`src/rtl/hdr_field_decoder_pkg.sv`:
```
// hdr_field_decoder_pkg: default field geometry and slot state encoding shared with the arbiter and pack-length counter.
package hdr_field_decoder_pkg;
  localparam int DEF_DATA_WIDTH = 64;
  localparam int DEF_NUM_PORTS  = 16;
  localparam int DEF_PRI_WIDTH  = 3;
  localparam int DEF_PRI_LSB    = 4;
  localparam int DEF_DES_WIDTH  = 4;
  localparam int DEF_DES_LSB    = 0;
  localparam int DEF_LEN_WIDTH  = 7;
  localparam int DEF_LEN_LSB    = 7;
  typedef enum logic {IDLE = 1'b0, HELD = 1'b1} slot_state_e;
endpackage

```
`src/rtl/hdr_port_slot.sv`:
```
// hdr_port_slot: one port's capture/hold FSM, field registers and error flag.
// With HDR_DROP_CNT_EN defined, also counts headers ignored while a packet is held.
module hdr_port_slot
  import hdr_field_decoder_pkg::*;
#(
  parameter int NUM_PORTS = DEF_NUM_PORTS,
  parameter int PRI_WIDTH = DEF_PRI_WIDTH,
  parameter int DES_WIDTH = DEF_DES_WIDTH,
  parameter int LEN_WIDTH = DEF_LEN_WIDTH
) (
  input  logic                 clk,
  input  logic                 rst,
  input  logic [PRI_WIDTH-1:0] pri_i,
  input  logic [DES_WIDTH-1:0] des_i,
  input  logic [LEN_WIDTH-1:0] len_i,
  input  logic                 sop_i,
  input  logic                 eop_i,
  output logic [PRI_WIDTH-1:0] pri_o,
  output logic [DES_WIDTH-1:0] des_o,
  output logic [LEN_WIDTH-1:0] len_o,
  output logic                 valid_o,
  output logic                 err_o
`ifdef HDR_DROP_CNT_EN
  ,
  output logic [15:0]          drop_cnt_o
`endif
);
  // The destination check only exists when the field can name a nonexistent port.
  localparam bit DES_CHK = (2 ** DES_WIDTH) > NUM_PORTS;
  slot_state_e          state_q, state_d;
  logic [PRI_WIDTH-1:0] pri_q, pri_d;
  logic [DES_WIDTH-1:0] des_q, des_d;
  logic [LEN_WIDTH-1:0] len_q, len_d;
  logic                 err_q, err_d;
  logic                 cap, rel, err_f;
  assign cap   = sop_i && (state_q == IDLE || eop_i);
  assign rel   = state_q == HELD && eop_i && !sop_i;
  assign err_f = (len_i == '0) || (DES_CHK && 32'(des_i) >= NUM_PORTS);
  always_comb begin
    state_d = cap ? HELD  : rel ? IDLE : state_q;
    pri_d   = cap ? pri_i : rel ? '0   : pri_q;
    des_d   = cap ? des_i : rel ? '0   : des_q;
    len_d   = cap ? len_i : rel ? '0   : len_q;
    err_d   = cap ? err_f : rel ? 1'b0 : err_q;
  end
  always_ff @(posedge clk) begin
    if (rst) begin
      state_q <= IDLE;
      pri_q   <= '0;
      des_q   <= '0;
      len_q   <= '0;
      err_q   <= 1'b0;
    end else begin
      state_q <= state_d;
      pri_q   <= pri_d;
      des_q   <= des_d;
      len_q   <= len_d;
      err_q   <= err_d;
    end
  end
  assign pri_o   = pri_q;
  assign des_o   = des_q;
  assign len_o   = len_q;
  assign valid_o = state_q == HELD;
  assign err_o   = err_q;
`ifdef HDR_DROP_CNT_EN
  logic [15:0] cnt_q, cnt_d;
  always_comb cnt_d = (state_q == HELD && sop_i && !eop_i && cnt_q != 16'hFFFF) ? cnt_q + 16'd1 : cnt_q;
  always_ff @(posedge clk) begin
    if (rst) cnt_q <= '0;
    else cnt_q <= cnt_d;
  end
  assign drop_cnt_o = cnt_q;
`endif
endmodule

```
`src/rtl/hdr_field_decoder.sv`:
```
// hdr_field_decoder: per-port header field capture plus combinational look-ahead priority.
// Optional HDR_DROP_CNT_EN adds per-port 16-bit saturating ignored-header counters on drop_cnt.
module hdr_field_decoder
  import hdr_field_decoder_pkg::*;
#(
  parameter int DATA_WIDTH = DEF_DATA_WIDTH,
  parameter int NUM_PORTS  = DEF_NUM_PORTS,
  parameter int PRI_WIDTH  = DEF_PRI_WIDTH,
  parameter int PRI_LSB    = DEF_PRI_LSB,
  parameter int DES_WIDTH  = DEF_DES_WIDTH,
  parameter int DES_LSB    = DEF_DES_LSB,
  parameter int LEN_WIDTH  = DEF_LEN_WIDTH,
  parameter int LEN_LSB    = DEF_LEN_LSB
) (
  input  logic                            clk,
  input  logic                            rst,
  input  logic [DATA_WIDTH*NUM_PORTS-1:0] data_in,
  input  logic [NUM_PORTS-1:0]            sop,
  input  logic [NUM_PORTS-1:0]            eop,
  output logic [PRI_WIDTH*NUM_PORTS-1:0]  pri_out,
  output logic [DES_WIDTH*NUM_PORTS-1:0]  des_out,
  output logic [LEN_WIDTH*NUM_PORTS-1:0]  len_out,
  output logic [NUM_PORTS-1:0]            hdr_valid,
  output logic [NUM_PORTS-1:0]            hdr_err,
  output logic [PRI_WIDTH*NUM_PORTS-1:0]  pre_pri_out
`ifdef HDR_DROP_CNT_EN
  ,
  output logic [16*NUM_PORTS-1:0]         drop_cnt
`endif
);
  if (PRI_LSB + PRI_WIDTH > DATA_WIDTH || DES_LSB + DES_WIDTH > DATA_WIDTH ||
      LEN_LSB + LEN_WIDTH > DATA_WIDTH) begin : g_bad_geometry
    $error("hdr_field_decoder: header field extends past DATA_WIDTH");
  end
  // Header words carry payload bits outside the three fields.
  logic unused_data;
  assign unused_data = ^data_in;
  for (genvar i = 0; i < NUM_PORTS; i++) begin : g_port
    logic [DATA_WIDTH-1:0] w;
    assign w = data_in[i*DATA_WIDTH +: DATA_WIDTH];
    assign pre_pri_out[i*PRI_WIDTH +: PRI_WIDTH] = w[PRI_LSB +: PRI_WIDTH];
    hdr_port_slot #(
      .NUM_PORTS(NUM_PORTS),
      .PRI_WIDTH(PRI_WIDTH),
      .DES_WIDTH(DES_WIDTH),
      .LEN_WIDTH(LEN_WIDTH)
    ) u_slot (
      .clk       (clk),
      .rst       (rst),
      .pri_i     (w[PRI_LSB +: PRI_WIDTH]),
      .des_i     (w[DES_LSB +: DES_WIDTH]),
      .len_i     (w[LEN_LSB +: LEN_WIDTH]),
      .sop_i     (sop[i]),
      .eop_i     (eop[i]),
      .pri_o     (pri_out[i*PRI_WIDTH +: PRI_WIDTH]),
      .des_o     (des_out[i*DES_WIDTH +: DES_WIDTH]),
      .len_o     (len_out[i*LEN_WIDTH +: LEN_WIDTH]),
      .valid_o   (hdr_valid[i]),
      .err_o     (hdr_err[i])
`ifdef HDR_DROP_CNT_EN
      ,
      .drop_cnt_o(drop_cnt[i*16 +: 16])
`endif
    );
  end
endmodule

```
`config.mk`:
```
export PLATFORM = sky130hd
export DESIGN_NAME = hdr_field_decoder
export DESIGN_NICKNAME = d
export VERILOG_FILES = /design/src/rtl/hdr_field_decoder_pkg.sv /design/src/rtl/hdr_port_slot.sv /design/src/rtl/hdr_field_decoder.sv
export SDC_FILE = /design/constraint.sdc
export NUM_CORES = 1
export LEC_CHECK = 0
export CAP_MARGIN = 25
export CORE_AREA = 2 2 534 536
export DETAILED_ROUTE_END_ITERATION = 12
export DIE_AREA = 0 0 536 538
export PLACE_DENSITY = 0.3
export SETUP_SLACK_MARGIN = 0.02
export SYNTH_ARGS = -nofsm -noshare
export SYNTH_HDL_FRONTEND = slang
export SYNTH_SLANG_ARGS = --single-unit
```
`constraint.sdc`:
```
create_clock -name clk -period 1.1 [get_ports clk]
set_input_delay 0.11 -clock clk [delete_from_list [all_inputs] [get_ports clk]]
set_output_delay 0.11 -clock clk [all_outputs]
set_load 0.02 [all_outputs]
```
==> results.ini, run 1 <==
[layout]
fin_util_pct = 10.77
syn_to_final_growth_pct = 145.9
nets = 3293
layout-drive-gt1-share_pct = 58.29

[grt]
antenna_found_initial = 46
grt_pass1_wl_microns = 141700
grt_pass1_vias = 14860
overflow = 0
grt_start_max_net_pins = 31
grt_usage_pct = 7.335

[floorplan]
dieArea_sq_um = 288400
boundaryPins = 1362
fp.coreArea_sq_um = 283200
rows = 196
die_w_microns = 536
die_h_microns = 538
start_util_pct = 4.378

[power_and_ir_drop]
peakVddDrop_v = 0.001006
p_leak_nw = 11.08
p_total_mw = 34.61
powerDensity_nw_per_um2 = 1135

[clock_network]
cts_max_level = 2
cts_tree = yes
clock_path_buffers = 3
clkSlewWorstSetupHoldPaths_ns = 0.05
cts_buffers = 41
ctsRootBufferMaster = clkbuf_16
clock-sinks = 256
clock_latency_ns = 0.63

[yosys]
synth_simple_gate_area_share_pct = 15.96
async_flop_share_pct = 0
synth_edf_count = 0
synth_xor_area_share_pct = 0
netlist_instances = 1329
synth_warnings = 0
synth-seq-cells = 256
synth_nets = 2387
synth.area.mux_share_pct = 10.69
seq_area_frac_synth_pct = 41.32
synthAdderAreaFrac_pct = 0
synth_cell_type_count = 40
postSynthAreaPerCell_sq_um = 9.332
syn-cell-area_sq_um = 12400
synth-main-ff-cell = dfxtp_1
synth_compound_area_share_pct = 21.38
synth_top_family_by_area = compound AO/OA/AOI/OAI gates

[timing]
fin_tns_setup_ns = -35.53
period_share_pct = 124.4
fmaxAchievable_mhz = 730.6
fin_ws_ns = -0.2687
fin_crit_ns = 1.369
finalSetupViolCount = 402
rsz0062_at_grt = yes
hold_viol = 0
worst_pin_slew_ns = 0.4887
finClkSkew_ns = 0.03180
slew_violations = 0
relSlewSlack_pct = 67.15

[worst_hold_path]
hold_path.class = in2reg

[critical_path]
cp.required_ns = 0.99
cp-start-kind = flip-flop
cp-end-kind = primary output
critical_path_class = reg2out
path_cells = buf_8 > buf_12
cp.arrival_ns = 1.26
worst-path-max-fanout = 2
critPathMaxStageDelay_ns = 0.33
crit_slowest_cell = dfxtp_2

[route]
route.detailed.drc = 0
avgViaCountPerCell = 2.401
routed_wl_microns = 110900
ant_nets = 0
via_count = 14480
wl_per_cell_microns = 18.40
drt_iter0_markers = 497
dr.pass1.iters = 6

[place]
numPortBuffers = 561
pre_cts_slack_ns = -0.7166
dp_hpwl_microns = 91140
gp_congestion = 0.7480

[job]
cap_violations = 0

[run_status]
violations = negative setup slack
outcome = complete, but fails checks

sequential cells by signal, indices dropped and copies added (netlist names):
signal                 flops
g_port.u_slot.len_o      112
g_port.u_slot.des_o       64
g_port.u_slot.pri_o       48
g_port.u_slot.err_o       16
g_port.u_slot.valid_o     16
cells by family after synthesis:
logic type	after synthesis
AOI/OAI and AO/OA	356
buffers and inverters	206
DFF	256
muxes	127
and+or+nand+nor	384
worst paths after layout:
kind | startpoint | cells after the start | slack, ns | end
worst max-delay path | g_port[10].u_slot.pri_o[1] | 2 | -0.27 | pri_out[31]
worst max register to register | g_port[8].u_slot.valid_o | 5 | -0.16 | g_port[8].u_slot.des_o[2]
worst min-delay path | rst | 4 | 0.07 | g_port[7].u_slot.err_o
worst min register to register | g_port[5].u_slot.pri_o[2] | 2 | 0.47 | g_port[5].u_slot.pri_o[2]
placed cells by master, fill, tap and decap left out, types with 12 or more instances in the layout:
| cell type | n |
|---|---|
| or2_4 | 19 |
| a32oi_2 | 50 |
| a222oi_1 | 14 |
| dlygate4sd3_1 | 13 |
| nor4_1 | 19 |
| a21oi_2 | 33 |
| nor2_1 | 171 |
| nand4_1 | 17 |
| clkdlybuf4s50_1 | 242 |
| a21oi_1 | 73 |
| mux2i_1 | 101 |
| buf_12 | 167 |
| or2_0 | 36 |
| dfxtp_4 | 71 |
| buf_6 | 247 |
| buf_4 | 348 |
| or2_2 | 37 |
| dlygate4sd2_1 | 15 |
| clkbuf_8 | 12 |
| clkbuf_16 | 43 |
| dfxtp_2 | 185 |
| a32oi_1 | 137 |
final cells by class:
| cell class | instances | area [sq um] |
|---|---|---|
| flip-flops and latches | 256 | 5623 |
| well taps | 3762 | 4707 |
| clock buffers | 58 | 1210 |
| fillers | 32520 | 252700 |
| clock inverters | 13 | 207.7 |
| inverters | 4 | 18.77 |
| repair buffers | 1065 | 11880 |
| diodes | 4 | 10.01 |
| multi-input cells | 867 | 6843 |
per-layer routing:
layer	vias to the layer above	global-route usage [%]	wire, microns
met4	24	1.702	2492
li1	6750	-	-
met5	-	0	155
met1	7030	7.962	42310
met2	529	11.70	49900
met3	142	4.923	16090
metrics by stage:
step / instance area [sq um] / std cells / hold WS, ns
final: 30500 / 6029 / 0.06666
after global routing: 30500 / 6028 / 0.02386
after CTS: 29660 / 6001 / 0.007828
after detailed placement: 25850 / 5814 / 0.4657
after global placement: 25850 / 5814 / 0.4610
after floorplan: 12430 / 1329 / 0.2573
synthesized netlist by cell type, types with 11 or more instances:
cell type  count  area share [%]
nand2b_1      16            0.81
or2_0         37             1.9
or2_2         56             2.8
nor2b_1       21             1.1
buf_4         95             5.8
dfxtp_1      256              41
nor2_1       174             5.3
nand4_1       17            0.86
buf_2         57             2.3
clkbuf_1      31            0.94
a222oi_1      14             1.1
o21ai_0       11            0.44
a32oi_1      187              13
mux2i_1      108             8.7
a22oi_1       21             1.3
nor3b_1       12            0.73
a21oi_1      106             4.3
nor4_1        20             1.0
critical path, delay by kind of cell (launching register included):
family / cells / cell delay, ns
buffers and inverters: 2 / 0.28
DFF: 1 / 0.33
power breakdown:
part / total (mW) / internal, mW / leakage (nW) / switching, mW
logic: 9.78 / 5.31 / 8.16 / 4.47
clock network: 14.3 / 8.58 / 0.696 / 5.70
registers: 10.5 / 9.93 / 2.22 / 0.605
total: 34.6 / 23.8 / 11.1 / 10.8
timing repair:
action                                  4_1_cts  5_1_grt
hold buffers                                 13        1
buffers inserted                            120       37
cloned                                       12        3
endpoints found under the setup margin      499      490
resized for setup                          1408      163
pin swaps                                    73       92
endpoints found under the hold margin        34        1
(Power assumes the default switching activity.)
==> run 2: changes to the inputs <==
- CTS_BUF_LIST: unset -> sky130_fd_sc_hd__clkbuf_4 sky130_fd_sc_hd__clkbuf_8
==> run 2 against run 1 <==
The flow still finishes with violations (negative setup slack); sequential share of layout area down 0.58 points; largest cell class unchanged; clock power is 12% lower; cell count up 3.0%; clock-buffer cell count rose by 40; sequential cell count unchanged; maximum frequency down 11%; worst setup slack worse by 0.17 ns; register-to-register slack barely moved; power fell by 4.2%; via count up 4.7%; final area increased by 3.3%.
==> results.ini, run 2 (synthesized netlist as in run 1, its figures left out) <==
[run_status]
outcome = complete, but fails checks
violations = negative setup slack

[layout]
layout_commonest_cell = buf_4
syn_to_final_growth_pct = 154.0
fin_cells = 6209  ; +3.0%
fin_util_pct = 11.12  ; +0.35 points
final_cell_mix = buf_4, clkdlybuf4s50_1, buf_6
nets = 3457  ; +5.0%
largest_register_ffs = 112  ; unchanged
fin_area_sq_um = 31500  ; +3.3%
layout-drive-gt1-share_pct = 53.26  ; -5.0 points

[power_and_ir_drop]
p_seq_share_pct = 31.7  ; +1.3 points
pwr-share-comb_pct = 30.4  ; +2.1 points
switching_share_pct = 32.39  ; +1.2 points
powerDensity_nw_per_um2 = 1053  ; -7.2%
switchingPower_mw = 10.74  ; -0.35%
p_int_mw = 22.42  ; -5.9%
p_leak_nw = 11.66  ; +5.2%
p_total_mw = 33.16  ; -4.2%
power_frac_clock_pct = 37.8  ; -3.5 points
peakVddDrop_v = 0.0008808  ; -12%

[floorplan]
dieArea_sq_um = 288400  ; unchanged
die_h_microns = 538  ; unchanged
die_w_microns = 536  ; unchanged
boundaryPins = 1362  ; unchanged
rows = 196  ; unchanged
fp.coreArea_sq_um = 283200  ; unchanged
start_util_pct = 4.378  ; unchanged

[route]
ant_nets = 0  ; unchanged
drt_iter0_markers = 504  ; +1.4%
routed_wl_microns = 110300  ; -0.54%
dr.pass1.iters = 5  ; -1
avgViaCountPerCell = 2.441  ; +1.7%
wl_per_cell_microns = 17.77  ; -3.4%
via_count = 15150  ; +4.7%
route.detailed.drc = 0  ; unchanged

[critical_path]
cp.arrival_ns = 1.43  ; +0.17 ns
cp-end-kind = primary output
cp.required_ns = 0.99  ; about the same
path_cells = buf_8 > buf_12
path_delay_family = flip-flops
critical_path_class = reg2out
crit_slowest_cell = dfxtp_2
cp-start-kind = flip-flop
worst-path-max-fanout = 2  ; unchanged
path_buf_inv = 2  ; unchanged
critPathMaxStageDelay_ns = 0.33  ; about the same

[timing]
finClkSkew_ns = 0.05182  ; +0.02002 ns
worst_pin_slew_ns = 0.5962  ; +0.1075 ns
rsz0062_at_grt = yes
fin_tns_setup_ns = -79.30  ; -43.78 ns
fin_crit_ns = 1.538  ; +0.1692 ns
slew_violations = 0  ; unchanged
finalSetupViolCount = 444  ; +10%
fmaxAchievable_mhz = 650.2  ; -11%
fin_ws_ns = -0.4379  ; -0.1692 ns
period_share_pct = 139.8  ; +15 points
relSlewSlack_pct = 59.89  ; -7.3 points
hold_viol = 0  ; unchanged

[clock_network]
cts_max_level = 2  ; unchanged
clock_latency_ns = 0.79  ; +0.16 ns
ctsRootBufferMaster = clkbuf_8
cts_buffers = 61  ; +49%
clkSlewWorstSetupHoldPaths_ns = 0.06  ; about the same
clock-sinks = 256  ; unchanged
cts_tree = yes
clock_path_buffers = 3  ; unchanged

[grt]
overflow = 0  ; unchanged
grt_pass1_vias = 15410  ; +3.7%
grt_pass1_wl_microns = 141400  ; -0.24%
antenna_found_initial = 42  ; -8.7%
grt_usage_pct = 7.257  ; -0.078 points
grt_start_max_net_pins = 31  ; unchanged

[worst_hold_path]
hold_path.class = in2reg

[place]
placed_cells = 5814  ; unchanged
numPortBuffers = 561  ; unchanged
dpl_cell_area_sq_um = 25850  ; unchanged
gp_congestion = 0.7480  ; unchanged
dp_hpwl_microns = 91140  ; unchanged

[job]
cap_violations = 0  ; unchanged

[run 2: cell count changes in the layout (fill, tap and decap cells not counted), moves of 11 or more]
cell            previous run  this run
dlygate4sd3_1             13       169
clkbuf_16                 43         4
dlygate4sd2_1             15         2
dlymetal6s2s_1             1        13
clkbuf_4                   0        21
or2_2                     37        48
buf_4                    348       363
clkbuf_8                  12        77
a32oi_2                   50        31
or2_4                     19         8
a32oi_1                  137       156
a21oi_1                   73        85
buf_6                    247       224
a21oi_2                   33        21
[run 2: per-layer routing]
| metal | track usage [%] | routed length (microns) |
|---|---|---|
| met1 | 7.796 | 42010 |
| met5 | 0 | 163 |
| met4 | 1.931 | 2723 |
| met2 | 11.49 | 49410 |
| met3 | 4.974 | 16030 |
[run 2: area by class of cell]
cell class,count,area (sq um)
Fill cell,32510,251700
Clock inverter,7,57.56
Timing Repair Buffer,1209,13290
Sequential cell,256,5625
Clock buffer,98,1217
Multi-Input combinational cell,867,6565
Inverter,4,18.77
Tap cell,3762,4707
Antenna cell,6,15.01
[run 2: worst min-delay path: cells and delay by family]
| kind | cells | cell delay (ns) |
|---|---|---|
| buffers and inverters | 1 | 0.55 |
| and+or+nand+nor | 1 | 0.15 |
| AOI/OAI and AO/OA | 1 | 0.06 |
[run 2: final timing paths]
path / to / startpoint / slack [ns] / depth (start not counted)
setup reg to reg: g_port[3].u_slot.pri_o[2] / g_port[3].u_slot.valid_o / -0.15 / 5
hold reg to reg: g_port[7].u_slot.err_o / g_port[7].u_slot.err_o / 0.48 / 2
setup / recovery: pri_out[31] / g_port[10].u_slot.pri_o[1] / -0.44 / 2
hold / removal: g_port[5].u_slot.pri_o[2] / data_in[326] / 0.12 / 3
[run 2: what timing repair did]
item | 4_1_cts | 5_1_grt
setup buffers | 99 | 42
gates cloned | 0 | 9
setup endpoints to repair | 484 | 527
hold buffers | 171 | 0
gates resized for setup | 1242 | 206
hold endpoints to repair | 249 | 0
pin swaps | 1 | 79
[run 2: through the flow]
step	hold WS, ns	worst slack, ns
final	0.1216	-0.4379
after global routing	0.04613	-0.5487
after CTS	0.0009709	-0.5911
after detailed placement	0.4657	-0.7166
after global placement	0.4610	-0.7459
after floorplan	0.2573	-0.05615
[run 2: power groups by stage]
stage          logic, mW  clock network, mW  registers, mW
5_1_grt             10.9               13.7           10.6
3_3_place_gp        8.75                  0           10.6
6_report            10.1               12.6           10.5
3_5_place_dp        8.74                  0           10.6
2_1_floorplan       2.34                  0           11.1
4_1_cts             9.78               13.5           10.5
==> run 3: changes to the inputs <==
- SETUP_SLACK_MARGIN: 0.02 -> 0.1
==> run 3 against run 2 <==
The flow still finishes with violations (negative setup slack); sequential power about the same; power increased by 0.76%; core utilization decreased by 0.10 points; clock skew increased by 0.012 ns; global-route usage decreased by 0.37 points; hold slack got worse by 0.0082 ns; clock power about the same; register-to-register slack got worse by 0.02 ns; critical path depth unchanged; die area unchanged; largest power group unchanged.
==> results.ini, run 3 (synthesized netlist as in run 1, its figures left out) <==
[timing]
fin_ws_ns = -0.4103  ; +0.02760 ns
period_share_pct = 137.3  ; -2.5 points
slew_violations = 0  ; unchanged
fin_tns_setup_ns = -74.60  ; +4.708 ns
worst_pin_slew_ns = 0.8047  ; +0.2086 ns
hold_viol = 0  ; unchanged
fmaxAchievable_mhz = 662.1  ; +1.8%
holdWs_ns = 0.1134  ; -0.008209 ns
finClkSkew_ns = 0.06406  ; +0.01224 ns
relSlewSlack_pct = 45.86  ; -14 points
finalSetupViolCount = 425  ; -4.3%
fin_crit_ns = 1.510  ; -0.02760 ns
rsz0062_at_grt = yes

[layout]
fin_area_sq_um = 31200  ; -0.94%
multiInputGateArea_sq_um = 6809  ; +3.7%
nets = 3418  ; -1.1%
layout-drive-gt1-share_pct = 55.12  ; +1.9 points
layout_commonest_cell = buf_4
syn_to_final_growth_pct = 151.6
fin_cells = 6172  ; -0.60%
seq_area_sq_um = 5578  ; -0.85%
fillerInstances = 32460  ; -0.18%
largest_register_ffs = 112  ; unchanged
final_cell_mix = buf_4, buf_6, clkdlybuf4s50_1

[clock_network]
cts_max_level = 2  ; unchanged
cts_tree = yes
clkSlewWorstSetupHoldPaths_ns = 0.06  ; about the same
clock_latency_ns = 0.77  ; -0.02 ns
clock_path_buffers = 3  ; unchanged
clock-sinks = 256  ; unchanged
ctsRootBufferMaster = clkbuf_8
cts_buffers = 59  ; -3.3%

[grt]
antenna_found_initial = 33  ; -21%
grt_usage_pct = 6.887  ; -0.37 points
grt_pass1_vias = 14900  ; -3.3%
overflow = 0  ; unchanged
grt_pass1_wl_microns = 134100  ; -5.1%
grt_start_max_net_pins = 32  ; +3.2%

[critical_path]
cp-end-kind = primary output
cp-start-kind = flip-flop
cp.arrival_ns = 1.40  ; -0.03 ns
rrSetupSlack_ns = -0.17  ; -0.02 ns
worst_r2r_endpoint = g_port[11].u_slot.len_o[2]
worst-path-max-fanout = 2  ; unchanged
critical_path_class = reg2out
r2r_start = g_port[11].u_slot.valid_o
cp.required_ns = 0.99  ; about the same
reg2regPathDepth = 5  ; unchanged

[route]
drt_iter0_markers = 532  ; +5.6%
via_count = 14730  ; -2.8%
avgViaCountPerCell = 2.387  ; -2.2%
wl_per_cell_microns = 16.97  ; -4.5%
dr.pass1.iters = 5  ; unchanged
ant_nets = 0  ; unchanged
routed_wl_microns = 104700  ; -5.1%
route.detailed.drc = 0  ; unchanged

[floorplan]
boundaryPins = 1362  ; unchanged
start_util_pct = 4.378  ; unchanged
fp.coreArea_sq_um = 283200  ; unchanged
die_w_microns = 536  ; unchanged
die_h_microns = 538  ; unchanged
dieArea_sq_um = 288400  ; unchanged
rows = 196  ; unchanged

[worst_hold_path]
hold_path_end = g_port[13].u_slot.err_o
worstHoldPathCells = 4  ; +1
hold_start = sop[13]
hold_path.class = in2reg

[power_and_ir_drop]
peakVddDrop_v = 0.0009194  ; +4.4%
powerDensity_nw_per_um2 = 1071  ; +1.7%
p_leak_nw = 11.45  ; -1.8%
p_total_mw = 33.42  ; +0.76%

[place]
dpl_cell_area_sq_um = 25490  ; -1.4%
placed_cells = 5798  ; -0.28%
dp_hpwl_microns = 85680  ; -6.0%
gp_congestion = 0.7247  ; -3.1%
numPortBuffers = 561  ; unchanged

[job]
cap_violations = 0  ; unchanged

[run_status]
outcome = complete, but fails checks
violations = negative setup slack

==> run 3: worst max path at each step <==
stage / startpoint / endpoint / slack, ns / cells past startpoint
after CTS: g_port[14].u_slot.pri_o[2] / pri_out[44] / -0.58 / 2
after floorplan: g_port[13].u_slot.valid_o / g_port[13].u_slot.des_o[2] / -0.05 / 5
after global placement: data_in[263] / g_port[4].u_slot.err_o / -0.80 / 4
final: g_port[3].u_slot.valid_o / hdr_valid[3] / -0.41 / 2
after detailed placement: data_in[263] / g_port[4].u_slot.err_o / -0.80 / 4
after global routing: g_port[14].u_slot.pri_o[2] / pri_out[44] / -0.54 / 2
==> run 3: cell type report <==
| class | instances | area share, % |
|---|---|---|
| timing repair buffer | 1172 | 40.91 |
| inverter | 4 | 0.06015 |
| sequential | 256 | 17.88 |
| antenna | 6 | 0.04812 |
| clock buffer | 92 | 3.637 |
| tap | 3762 | 15.09 |
| multi-input combinational | 867 | 21.82 |
| clock inverter | 13 | 0.5654 |
==> run 3: critical path: stages (launching register included) <==
cell and delay (ns):
dfxtp_4 0.35, buf_8 0.12, buf_12 0.14
==> run 3: timing repair <==
item / in CTS / in global routing
cloned: 0 / 10
setup buffers: 67 / 38
pin swaps: 0 / 67
hold endpoints to repair: 243 / 2
hold buffers: 149 / 3
setup endpoints to repair: 503 / 550
gates resized for setup: 1190 / 278
==> run 3: per-stage QoR <==
| step | worst slack [ns] | utilization (%) |
|---|---|---|
| 6_report | -0.4103 | 11.02 |
| 5_1_grt | -0.5434 | 11.01 |
| 4_1_cts | -0.5830 | 10.46 |
| 2_1_floorplan | -0.05344 | - |
| 3_3_place_gp | -0.8026 | 8.999 |
| 3_5_place_dp | -0.7982 | 8.999 |
==> run 3: layer usage <==
layer,track usage (%),part of all wire (%),vias to the layer above,routed length [microns]
met2,11.17,46,518,48180
met5,0,0.13,-,133
met3,4.317,13,151,13570
met1,7.167,37,7018,38920
met4,2.572,3.8,20,3942
li1,-,-,7024,-
==> run 3: report_power, final <==
part	leakage, nW	switching (mW)	internal, mW	total, mW
clock	0.702	5.48	7.43	12.9
sequential	2.22	0.558	9.95	10.5
combinational	8.53	4.55	5.44	9.99
